`src/rtl/jtag_host_if.sv`:
```
// Request/response and JTAG pin bundle for the jtag_host scan engine.
// Handshake: i_start is taken only on an i_clk edge where o_busy=0; o_busy
// then stays high for the whole scan, and o_done pulses for one cycle (busy=0) at the end.
interface jtag_host_if;
    logic        i_start;
    logic        i_isData;
    logic [15:0] i_wrData;
    logic [15:0] o_rdData;
    logic        o_busy;
    logic        o_done;
    logic        o_TCK;
    logic        o_TMS;
    logic        o_TDI;
    logic        i_TDO;
    logic [1:0]  o_state;

    modport master (
        output i_start, i_isData, i_wrData, i_TDO,
        input  o_rdData, o_busy, o_done, o_TCK, o_TMS, o_TDI, o_state
    );

    modport slave (
        input  i_start, i_isData, i_wrData, i_TDO,
        output o_rdData, o_busy, o_done, o_TCK, o_TMS, o_TDI, o_state
    );
endinterface

```
`src/rtl/jtag_host.sv`:
```
// Host-side JTAG driver: runs one complete 8-bit IR or 16-bit DR scan per
// request against the 3-bit-state debug port, starting and ending in IDLE.
module jtag_host #(
    parameter int CLK_DIV = 4
) (
    input  logic        i_clk,
    input  logic        i_rstn,
    jtag_host_if.slave  bus
);
    localparam int DIV_W = (CLK_DIV > 1) ? $clog2(CLK_DIV) : 1;
    localparam logic [DIV_W-1:0] DIV_LAST = DIV_W'(CLK_DIV - 1);
    localparam logic [4:0] IR_LAST = 5'd10;
    localparam logic [4:0] DR_LAST = 5'd18;

    typedef enum logic [1:0] {
        S_IDLE = 2'd0,
        S_LOW  = 2'd1,
        S_HIGH = 2'd2,
        S_DONE = 2'd3
    } state_t;

    state_t           state_q, state_d;
    logic [DIV_W-1:0] div_q, div_d;
    logic [4:0]       pulse_q, pulse_d;
    logic             is_data_q, is_data_d;
    logic [15:0]      wr_q, wr_d;
    logic [15:0]      rd_q, rd_d;
    logic             busy_q, busy_d;
    logic             done_q, done_d;
    logic             tck_q, tck_d;
    logic             tms_q, tms_d;
    logic             tdi_q, tdi_d;

    // {TMS,TDI} for pulse p (0-based); payload goes out MSB first.
    function automatic logic [1:0] scan_pattern(input logic is_data,
                                                input logic [4:0] p,
                                                input logic [15:0] wr);
        logic [3:0] bidx;
        logic [1:0] pat;
        pat  = 2'b00;
        bidx = '0;
        if (is_data) begin
            bidx = 4'(5'd18 - p);
            if (p <= 5'd1)                    pat = 2'b10;
            else if (p >= 5'd3 && p <= 5'd17) pat = {1'b0, wr[bidx]};
            else if (p == 5'd18)              pat = {1'b1, wr[0]};
        end else begin
            bidx = 4'(5'd9 - p);
            if (p == 5'd0)                    pat = 2'b10;
            else if (p >= 5'd2 && p <= 5'd8)  pat = {1'b0, wr[bidx]};
            else if (p == 5'd9)               pat = {1'b1, wr[0]};
        end
        return pat;
    endfunction

    logic       sample_tdo;
    logic       last_pulse;
    logic [4:0] pulse_nxt;

    always_comb begin
        sample_tdo = is_data_q ? (pulse_q >= 5'd3)
                               : (pulse_q >= 5'd2 && pulse_q <= 5'd9);
        last_pulse = (pulse_q == (is_data_q ? DR_LAST : IR_LAST));
        pulse_nxt  = pulse_q + 5'd1;
    end

    always_comb begin
        state_d   = state_q;
        div_d     = div_q;
        pulse_d   = pulse_q;
        is_data_d = is_data_q;
        wr_d      = wr_q;
        rd_d      = rd_q;
        busy_d    = busy_q;
        done_d    = 1'b0;
        tck_d     = tck_q;
        tms_d     = tms_q;
        tdi_d     = tdi_q;

        case (state_q)
            S_IDLE, S_DONE: begin
                state_d = S_IDLE;
                if (bus.i_start && !busy_q) begin
                    state_d          = S_LOW;
                    is_data_d        = bus.i_isData;
                    wr_d             = bus.i_wrData;
                    rd_d             = '0;
                    busy_d           = 1'b1;
                    pulse_d          = '0;
                    div_d            = '0;
                    tck_d            = 1'b0;
                    {tms_d, tdi_d}   = scan_pattern(bus.i_isData, 5'd0, bus.i_wrData);
                end
            end
            S_LOW: begin
                if (div_q == DIV_LAST) begin
                    div_d   = '0;
                    tck_d   = 1'b1;
                    state_d = S_HIGH;
                    // TDO is taken before the target sees this rising edge.
                    if (sample_tdo) rd_d = {rd_q[14:0], bus.i_TDO};
                end else begin
                    div_d = div_q + DIV_W'(1);
                end
            end
            S_HIGH: begin
                if (div_q == DIV_LAST) begin
                    div_d = '0;
                    tck_d = 1'b0;
                    if (last_pulse) begin
                        state_d = S_DONE;
                        tms_d   = 1'b0;
                        tdi_d   = 1'b0;
                        busy_d  = 1'b0;
                        done_d  = 1'b1;
                    end else begin
                        state_d        = S_LOW;
                        pulse_d        = pulse_nxt;
                        {tms_d, tdi_d} = scan_pattern(is_data_q, pulse_nxt, wr_q);
                    end
                end else begin
                    div_d = div_q + DIV_W'(1);
                end
            end
            default: state_d = S_IDLE;
        endcase
    end

    always_ff @(posedge i_clk or negedge i_rstn) begin
        if (!i_rstn) begin
            state_q   <= S_IDLE;
            div_q     <= '0;
            pulse_q   <= '0;
            is_data_q <= 1'b0;
            wr_q      <= '0;
            rd_q      <= '0;
            busy_q    <= 1'b0;
            done_q    <= 1'b0;
            tck_q     <= 1'b0;
            tms_q     <= 1'b0;
            tdi_q     <= 1'b0;
        end else begin
            state_q   <= state_d;
            div_q     <= div_d;
            pulse_q   <= pulse_d;
            is_data_q <= is_data_d;
            wr_q      <= wr_d;
            rd_q      <= rd_d;
            busy_q    <= busy_d;
            done_q    <= done_d;
            tck_q     <= tck_d;
            tms_q     <= tms_d;
            tdi_q     <= tdi_d;
        end
    end

    assign bus.o_rdData = rd_q;
    assign bus.o_busy   = busy_q;
    assign bus.o_done   = done_q;
    assign bus.o_TCK    = tck_q;
    assign bus.o_TMS    = tms_q;
    assign bus.o_TDI    = tdi_q;
    assign bus.o_state  = state_q;
endmodule

```
`src/flat_wrapper.sv`:
```
// flat-port wrapper written by rule: the top's interface ports become plain ports
module jtag_host_flat 
#(
    parameter int CLK_DIV = 4
)
  (i_clk, i_rstn, bus_i_start, bus_i_isData, bus_i_wrData, bus_i_TDO, bus_o_rdData, bus_o_busy, bus_o_done, bus_o_TCK, bus_o_TMS, bus_o_TDI, bus_o_state);
  jtag_host_if bus_i ();
  input  logic i_clk;
  input  logic i_rstn;
  input wire logic [$bits(bus_i.i_start)-1:0] bus_i_start;
  input wire logic [$bits(bus_i.i_isData)-1:0] bus_i_isData;
  input wire logic [$bits(bus_i.i_wrData)-1:0] bus_i_wrData;
  input wire logic [$bits(bus_i.i_TDO)-1:0] bus_i_TDO;
  output wire logic [$bits(bus_i.o_rdData)-1:0] bus_o_rdData;
  output wire logic [$bits(bus_i.o_busy)-1:0] bus_o_busy;
  output wire logic [$bits(bus_i.o_done)-1:0] bus_o_done;
  output wire logic [$bits(bus_i.o_TCK)-1:0] bus_o_TCK;
  output wire logic [$bits(bus_i.o_TMS)-1:0] bus_o_TMS;
  output wire logic [$bits(bus_i.o_TDI)-1:0] bus_o_TDI;
  output wire logic [$bits(bus_i.o_state)-1:0] bus_o_state;
  assign bus_i.i_start = bus_i_start;
  assign bus_i.i_isData = bus_i_isData;
  assign bus_i.i_wrData = bus_i_wrData;
  assign bus_i.i_TDO = bus_i_TDO;
  assign bus_o_rdData = bus_i.o_rdData;
  assign bus_o_busy = bus_i.o_busy;
  assign bus_o_done = bus_i.o_done;
  assign bus_o_TCK = bus_i.o_TCK;
  assign bus_o_TMS = bus_i.o_TMS;
  assign bus_o_TDI = bus_i.o_TDI;
  assign bus_o_state = bus_i.o_state;
  jtag_host #(.CLK_DIV(CLK_DIV)) u_core (.i_clk(i_clk), .i_rstn(i_rstn), .bus(bus_i));
endmodule
```
`config.mk`:
```
export PLATFORM = sky130hd
export DESIGN_NAME = jtag_host_flat
export DESIGN_NICKNAME = d
export VERILOG_FILES = /design/src/rtl/jtag_host_if.sv /design/src/rtl/jtag_host.sv /design/src/flat_wrapper.sv
export SDC_FILE = /design/constraint.sdc
export NUM_CORES = 1
export LEC_CHECK = 0
export ABC_AREA = 1
export BUFFER_PORTS_ARGS = -buffer_cell sky130_fd_sc_hd__clkbuf_2
export CORE_UTILIZATION = 35
export DETAILED_ROUTE_END_ITERATION = 8
export GPL_ROUTABILITY_DRIVEN = 0
export SYNTH_ARGS = -nofsm -noshare
export SYNTH_HDL_FRONTEND = slang
export SYNTH_SLANG_ARGS = --single-unit
```
`constraint.sdc`:
```
create_clock -name i_clk -period 5.1 [get_ports i_clk]
set_clock_uncertainty 0.15 [all_clocks]
set_input_delay 1.02 -clock i_clk [delete_from_list [all_inputs] [get_ports i_clk]]
set_output_delay 1.02 -clock i_clk [all_outputs]
set_load 0.1 [all_outputs]
```
==> results of run 1 <==
critical path: stages (launching register included):
cell and delay (ps):
dfrtp_1 960, inv_4 230, ha_1 470, ha_1 210, nand2_1 110, nand2_1 180
nand2_1 70, nand2_1 70, nand2_1 50, nand2_1 80, nand2_1 60, nand3_1 60
nand2_1 50, nand2_1 50, nand2_1 40
logic make-up (layout without fill, tap and decap cells):
| family | after synthesis | after routing | share of synthesized area |
|---|---|---|---|
| simple gates | 206 | 206 | 0.319 |
| flops | 47 | 47 | 0.400 |
| buf+inv | 43 | 83 | 0.0779 |
| compound gates | 40 | 40 | 0.0996 |
| mux | 16 | 16 | 0.0613 |
| fa+ha+maj | 10 | 10 | 0.0426 |
stage by stage:
step	area [µm²]	hold slack (ps)	total power, W	std cells	utilization
floorplan	2940	301	0.000394	362	-
global placement	3190	316	0.000411	499	0.390
detailed placement	3190	325	0.000412	499	0.390
CTS	3290	343	0.000662	507	0.402
global route	3290	386	0.000680	507	0.402
finish	3290	338	0.000649	507	0.402
power breakdown:
group	switching (W)	internal (W)	total, W
clock network	0.000135	0.000111	0.000246
registers	0.00000106	0.000374	0.000375
logic	0.0000205	0.00000792	0.0000284
layout make-up:
type | instances | area [µm²]
Sequential cell | 47 | 1180
Multi-Input combinational cell | 272 | 1540
Fill cell | 846 | 4890
Tap cell | 105 | 131
Clock inverter | 2 | 16.3
Clock buffer | 6 | 82.6
Inverter | 31 | 124
Timing Repair Buffer | 44 | 223
synthesized netlist by cell type (4+ instances only):
cell,number,share of area
a21oi_1,6,0.010
dfrtp_1,47,0.40
ha_1,10,0.043
inv_1,23,0.029
inv_2,6,0.0077
mux2_2,16,0.061
nand2_1,127,0.16
nand2_2,24,0.051
nand2_4,4,0.015
nand3_1,28,0.048
nand4_1,4,0.0085
nor2_1,14,0.018
o21ai_0,4,0.0068
o21ai_2,17,0.051
o22ai_1,4,0.0085
flip-flops by register name (all words and copies together), names as in the netlist:
name and count:
u_core.bus.o_TMS 1, u_core.bus.o_TCK 1, u_core.bus.o_rdData 16, u_core.pulse_q 5, u_core.bus.o_state 2, u_core.div_q 2
u_core.bus.o_TDI 1, u_core.bus.o_busy 1, u_core.wr_q 16, u_core.is_data_q 1, u_core.bus.o_done 1
routing by layer:
| metal | share of wire | track usage | up-vias |
|---|---|---|---|
| met4 | 0.010 | 0.0436 | 0 |
| met2 | 0.46 | 0.254 | 57 |
| li1 | - | - | 1247 |
| met1 | 0.48 | 0.212 | 1130 |
| met3 | 0.049 | 0.0356 | 7 |
| met5 | 0 | 0 | - |
path summary, 6_finish.rpt:
kind / slack (ps) / from / end
max: 2160 / u_core.pulse_q[0] / u_core.bus.o_TDI
max reg2reg: 2160 / u_core.pulse_q[0] / u_core.bus.o_TDI
min: 340 / u_core.div_q[0] / u_core.div_q[0]
min in group asynchronous: 640 / i_rstn / u_core.bus.o_rdData[9]
max in group asynchronous: 3730 / i_rstn / u_core.bus.o_TMS
min reg2reg: 340 / u_core.div_q[0] / u_core.div_q[0]
==> flow_summary_export.csv, run 1 <==
group,metric,value,unit
critical_path,crit_path_end_kind,"register",
critical_path,critPathLaunchType,"register",
power_and_ir_drop,p_leak,1.64,nW
global_route,grt_max_degree,48,
clocking,cts.path.max_buffers,2,
routing,vias_per_cell,4.81,
power_and_ir_drop,cellPowerDensity,197,nW/µm²
timing,fin_ws,2160,ps
timing,slew_headroom,0.380,
timing,worstMarginPinSlew,931,ps
clocking,cts-root-buf,"clkbuf_8",
synthesis,synthArstFlopShare,1.00,
timing,post-route-period-util,0.577,
cells_and_area,finalNetCount,432,
critical_path,critical_path_class,"reg2reg",
cells_and_area,final_common_cell,"nand2_1",
critical_path,required,5150,ps
clocking,cts_setup_buffers,0,
synthesis,yosys_warnings,0,
floorplan,io_pins,44,
synthesis,syn_area,2940,µm²
timing,min_period,2940,ps
critical_path,crit_fanout,28,
timing,setup_viol,0,
power_and_ir_drop,peakVddDrop,0.000138,V
critical_path,critPathArrivalTime,2990,ps
placement,pre_cts_ws,2180,ps
clocking,cts_buffers,5,
floorplan,start_util,0.360,
global_route,grt_overflow,0,
synthesis,synth-main-ff-cell,"dfrtp_1",
floorplan,placementRows,33,
critical_path,reg2reg_depth,14,
worst_hold_path,hold_path.class,"reg2reg",
clocking,htreeDepth,2,
cells_and_area,drive_gt1_frac,0.311,
clocking,cts.sinks,47,
outcome,outcome,"finished clean",
synthesis,synth_edf_count,0,
clocking,cts_resized,0,
cells_and_area,antennaDiodeCount,0,
timing,hold_viol_final,0,
global_route,antenna_found_initial,0,
synthesis,synthDistinctLibCells,31,
clocking,clkTransAtPathRegs,90,ps
routing,drtPass1Iterations,4,
floorplan,die_x,93.7,µm
floorplan,core,8180,µm²
synthesis,ys_ff_latch,47,
global_route,first_global_vias,2322,
routing,wl_per_cell,12.5,µm
clocking,cts_tree,"yes",
clocking,clock_latency,300,ps
synthesis,yosysSeqAreaShare,0.400,
synthesis,syn-num-nets,393,
routing,vias,2441,
synthesis,syn_inst,362,
routing,drc,0,
floorplan,design.die.area,8770,µm²
flow_run,drv_cap,0,
routing,wl,6340,µm
cells_and_area,syn_to_final_growth,11.8,%
clocking,postCtsHoldBufs,0,
synthesis,synth_area_per_cell,8.12,µm²
routing,ant_nets,0,
placement,dp_hpwl,4620,µm
global_route,grt_pass1_wl,11000,µm
timing,fmax,0.340,GHz
cells_and_area,final_cell_mix,"nand2_1, dfrtp_1, clkbuf_2",
placement,portBuffers,43,
timing,fin_tns_setup,0,ps
worst_hold_path,min_path_cells,1,
routing,drt_iter0_markers,157,
timing,rsz0062_at_grt,"no",
floorplan,die-height,93.7,µm
global_route,grt_usage,0.158,
timing,maxSlewViolCount,0,
No activity file was read; power rests on OpenSTA's default activity.
==> run 2, diff against run 1 <==
- ABC_AREA: 1 -> 0
- clock period: 5.1 -> 2.57 ns (I/O delays scaled with it)
==> flow_summary_export.csv, run 2 <==
group,metric,value,unit
global_route,grt_overflow,0,
clocking,clock_latency,300,ps
routing,drtPass1Iterations,4,
synthesis,synth_top_cell_by_area,"dfrtp_1",
global_route,grt_max_degree,28,
clocking,htreeDepth,2,
routing,wl_per_cell,14.6,µm
critical_path,slowest_stage,"a2111oi_0",
clocking,cts_buffers,5,
placement,portBuffers,43,
synthesis,synth_area_per_cell,11.5,µm²
global_route,grt-busiest-layer,"met2",
critical_path,crit_fanout,5,
power_and_ir_drop,cellPowerDensity,450,nW/µm²
cells_and_area,final_cell_mix,"clkbuf_2, dfrtp_1, a22o_1",
timing,fmax,0.406,GHz
floorplan,die_x,89.6,µm
global_route,use_met3,0.0466,
cells_and_area,syn_to_final_growth,23.1,%
cells_and_area,multi_input_area,1410,µm²
clocking,clkTransAtPathRegs,100,ps
synthesis,ys_ff_latch,47,
timing,worstMarginPinSlew,563,ps
floorplan,die-height,89.6,µm
placement,place_inst,382,
routing,drc,0,
power_and_ir_drop,p_leak,1.55,nW
timing,maxSlewViolCount,0,
critical_path,crit_path_end_kind,"register",
synthesis,yosysMostFrequentCell,"dfrtp_1",
synthesis,synth-main-ff-cell,"dfrtp_1",
critical_path,path_cells,"inv_1 -> ha_2 -> ha_1 -> a2111oi_0 -> a211oi_1 -> a32o_1 -> a211o_1",
cells_and_area,stdcell_count,392,
synthesis,synth_edf_count,0,
timing,setup_viol,0,
global_route,grt_util_met1,0.199,
synthesis,syn_inst,234,
global_route,antenna_found_initial,0,
critical_path,critPathArrivalTime,2510,ps
floorplan,start_util,0.366,
synthesis,synthArstFlopShare,1.00,
synthesis,yosys-top-cells-area,"dfrtp_1, mux2_2, a22o_1",
worst_hold_path,hold_path.class,"in2async",
floorplan,io_pins,44,
synthesis,yosysSeqAreaShare,0.438,
power_and_ir_drop,peakVddDrop,0.000387,V
global_route,grt_usage,0.152,
synthesis,ys_top_cells_by_count,"dfrtp_1, a22o_1, mux2_2",
critical_path,reg2reg_depth,7,
routing,vias,2040,
critical_path,required,2620,ps
placement,dp_hpwl,4250,µm
cells_and_area,antennaDiodeCount,0,
cells_and_area,drive_gt1_frac,0.410,
synthesis,syn_area,2690,µm²
routing,drt_iter0_markers,85,
timing,min_period,2460,ps
cells_and_area,regArea,1190,µm²
critical_path,critPathLaunchType,"register",
cells_and_area,finalNetCount,323,
synthesis,yosys_warnings,0,
critical_path,critical_path_class,"reg2reg",
global_route,use_met2,0.242,
global_route,grt_pass1_wl,9230,µm
synthesis,synth_top_area_frac,0.438,
clocking,cts_tree,"yes",
timing,post-route-period-util,0.957,
timing,slew_headroom,0.625,
routing,vias_per_cell,5.20,
synthesis,syn-num-nets,265,
clocking,postCtsHoldBufs,0,
floorplan,placementRows,31,
synthesis,synthDistinctLibCells,51,
power_and_ir_drop,fin_total_pwr,0.00149,W
clocking,cts.sinks,47,
timing,hold_viol_final,0,
floorplan,design.die.area,8030,µm²
routing,wl,5740,µm
outcome,outcome,"finished clean",
clocking,cts-root-buf,"clkbuf_8",
critical_path,critPathMaxStageDelay,510,ps
floorplan,core,7330,µm²
cells_and_area,final.fill_count,672,
routing,ant_nets,0,
clocking,cts.path.max_buffers,2,
flow_run,drv_cap,0,
timing,timing.hold.ws,30.3,ps
global_route,first_global_vias,1922,
run 2: cell count changes in the layout (fill, tap and decap cells not counted), moves of 5 or more:
cell | previous run | this run
nand2_1 | 127 | 9
a21oi_1 | 6 | 11
inv_1 | 23 | 8
nand2_2 | 24 | 1
o21ai_2 | 17 | 0
buf_4 | 1 | 21
xnor2_1 | 0 | 6
mux2i_1 | 0 | 6
a22o_1 | 1 | 22
mux4_2 | 0 | 8
nand2b_1 | 0 | 5
nand3_1 | 28 | 4
run 2: kinds of logic after synthesis:
group | synth area share
XOR/XNOR | 0.0317
AO/OA/AOI/OAI | 0.165
adder cells (fa/ha/maj) | 0.0466
buffers and inverters | 0.0513
flip-flops | 0.438
AND/OR/NAND/NOR | 0.0983
multiplexers | 0.169
run 2: final timing paths:
path                                   start                 endpoint  slack, ps
setup / recovery           u_core.pulse_q[1]         u_core.bus.o_TDI        110
hold / removal                        i_rstn  u_core.bus.o_rdData[14]         30
setup reg to reg           u_core.pulse_q[1]         u_core.bus.o_TDI        110
hold reg to reg              u_core.div_q[1]          u_core.div_q[1]        360
max in group asynchronous             i_rstn    u_core.bus.o_state[0]       1670
min in group i_clk           bus_i_wrData[6]           u_core.wr_q[6]        280
run 2: routing by layer:
layer	part of all wire	routed length (µm)
met1	0.45	2560
met5	0	0
met4	0.014	80
met2	0.47	2720
met3	0.065	373
run 2: critical path, delay by kind of cell, from the launching register on:
family | cells | cell delay (ps)
fa+ha+maj | 2 | 540
flops | 1 | 460
compound gates | 4 | 1100
buf+inv | 1 | 100
run 2: power by group:
part,internal [W],total [W],switching (W),leakage (nW)
logic,0.0000202,0.0000779,0.0000578,0.871
clock network,0.000395,0.000661,0.000266,0.0703
registers,0.000744,0.000748,0.00000411,0.611
run 2: metrics by stage:
| step | cell area (µm²) | utilization | TNS (ps) | setup slack (ps) |
|---|---|---|---|---|
| after detailed placement | 3120 | 0.425 | 0 | 102 |
| after floorplan | 2720 | - | 0 | 0.737 |
| final | 3310 | 0.451 | 0 | 110 |
| after CTS | 3260 | 0.444 | 0 | 92.5 |
| after global routing | 3310 | 0.451 | -2.87 | -2.87 |
| after global placement | 3120 | 0.425 | 0 | 135 |
run 2: final cells by class:
type	instances	area share
multi-input combinational	161	0.427
sequential	47	0.359
timing repair buffer	66	0.122
tap	99	0.0375
clock inverter	3	0.0216
clock buffer	5	0.0208
inverter	11	0.0125
run 2: repair_timing:
item | in CTS | in global routing
setup buffers | 0 | 2
setup endpoints to repair | 0 | 18
gates resized for setup | 0 | 12
==> run 3, diff against run 2 <==
- REMOVE_ABC_BUFFERS: unset -> 1
==> flow_summary_export.csv, run 3 (synthesized netlist as in run 2, its figures left out) <==
group,metric,value,unit
power_and_ir_drop,peakVddDrop,0.000395,V
global_route,grt-busiest-layer,"met2",
global_route,grt_pass1_wl,9330,µm
outcome,outcome,"finished clean",
routing,wl_per_cell,14.4,µm
power_and_ir_drop,cellPowerDensity,422,nW/µm²
critical_path,cpLargestDelayFamily,"simple AND/OR/NAND/NOR gates",
clocking,cts_buffers,5,
critical_path,critPathLaunchType,"register",
floorplan,io_pins,44,
critical_path,crit_fanout,6,
power_and_ir_drop,p_leak,1.51,nW
critical_path,slowest_stage,"dfrtp_2",
global_route,grt_overflow,0,
routing,ant_nets,0,
routing,vias,2017,
clocking,cts_setup_buffers,0,
critical_path,critPathMaxStageDelay,440,ps
timing,rsz0062_at_grt,"no",
clocking,cts_tree,"yes",
critical_path,required,2660,ps
global_route,grt_util_met1,0.206,
floorplan,die-height,89.6,µm
routing,vias_per_cell,5.21,
placement,dp_hpwl,4130,µm
critical_path,critPathArrivalTime,2560,ps
critical_path,cpMostUsedCell,"and2_1",
cells_and_area,final.fill_count,698,
timing,fmax,0.404,GHz
cells_and_area,finalNetCount,319,
timing,setup_viol,0,
flow_run,drv_cap,0,
cells_and_area,fin_util,0.436,
timing,maxSlewViolCount,0,
routing,wl,5560,µm
cells_and_area,stdcell_area,3190,µm²
global_route,use_met3,0.0420,
worst_hold_path,hold_path.class,"in2async",
power_and_ir_drop,fin_total_pwr,0.00135,W
critical_path,critical_path_class,"reg2reg",
floorplan,start_util,0.366,
global_route,grt_usage,0.153,
clocking,cts-root-buf,"clkbuf_8",
timing,worstMarginPinSlew,580,ps
clocking,clkTransAtPathRegs,90,ps
clocking,cts.path.max_buffers,2,
timing,post-route-period-util,0.962,
timing,min_period,2470,ps
placement,portBuffers,43,
critical_path,worst-path-buf-inv,1,
global_route,use_met2,0.241,
placement,dpl_cell_area,3070,µm²
cells_and_area,drive_gt1_frac,0.372,
global_route,first_global_vias,1928,
floorplan,placementRows,31,
timing,hold_viol_final,0,
routing,drt_iter0_markers,105,
routing,drc,0,
cells_and_area,final_common_cell,"dfrtp_1",
global_route,antenna_found_initial,0,
clocking,htreeDepth,2,
critical_path,path_cells,"ha_2 -> buf_4 -> and2_1 -> a21o_1 -> a22o_1 -> and2_1 -> or3_1 -> nor3_1 -> a211o_1",
timing,slew_headroom,0.613,
floorplan,design.die.area,8030,µm²
cells_and_area,final_cell_mix,"dfrtp_1, clkbuf_2, a22o_1",
global_route,grt_max_degree,48,
cells_and_area,antennaDiodeCount,0,
routing,drtPass1Iterations,4,
floorplan,die_x,89.6,µm
critical_path,crit_path_end_kind,"register",
cells_and_area,syn_to_final_growth,19.0,%
clocking,clock_latency,290,ps
clocking,cts.sinks,47,
floorplan,core,7330,µm²
[run 3: cell count changes in the layout (fill, tap and decap cells not counted), sizes merged]
cell	delta
buf	-4
bufinv	-1
clkinvlp	+1
inv	-1
[run 3: layout make-up]
cell class | instances | area, µm² | share of cell area
clock inverter | 2 | 37.5 | 0.0118
inverter | 11 | 41.3 | 0.0129
multi-input combinational | 161 | 1390 | 0.434
sequential | 47 | 1180 | 0.369
timing repair buffer | 62 | 358 | 0.112
tap | 99 | 124 | 0.0388
clock buffer | 5 | 68.8 | 0.0215
[run 3: routing by layer]
layer / wire length [µm] / vias to the layer above
met3: 272 / 8
met2: 2640 / 44
met5: 0 / -
met4: 78 / 0
met1: 2560 / 995
li1: - / 970
[run 3: final timing paths]
| check | cells after the start | startpoint | to | slack, ps |
|---|---|---|---|---|
| max | 9 | u_core.pulse_q[1] | u_core.bus.o_TDI | 100 |
| min | 2 | i_rstn | u_core.bus.o_rdData[9] | 140 |
| max reg2reg | 9 | u_core.pulse_q[1] | u_core.bus.o_TDI | 100 |
| min reg2reg | 2 | u_core.div_q[1] | u_core.div_q[1] | 350 |
| max in group asynchronous | 2 | i_rstn | u_core.pulse_q[1] | 1700 |
| min in group i_clk | 2 | bus_i_wrData[14] | u_core.wr_q[14] | 290 |
[run 3: where the power goes]
group | internal, W | leakage [nW] | switching (W)
sequential | 0.000744 | 0.614 | 0.00000416
clock | 0.000284 | 0.0502 | 0.000241
combinational | 0.0000182 | 0.843 | 0.0000567
total | 0.00105 | 1.51 | 0.000302
[run 3: through the flow]
step	setup TNS, ps	setup WS [ps]	hold slack [ps]	instances
2_1_floorplan	-5570	-457	68.4	219
3_3_place_gp	0	41.0	324	380
3_5_place_dp	0	20.3	335	380
4_1_cts	0	6.19	163	387
5_1_grt	0	24.2	196	387
6_report	0	96.4	142	387
[run 3: what timing repair did]
action                                  CTS  global route
gates resized for setup                   0             6
hold buffers                              0             0
endpoints found under the setup margin    0            17
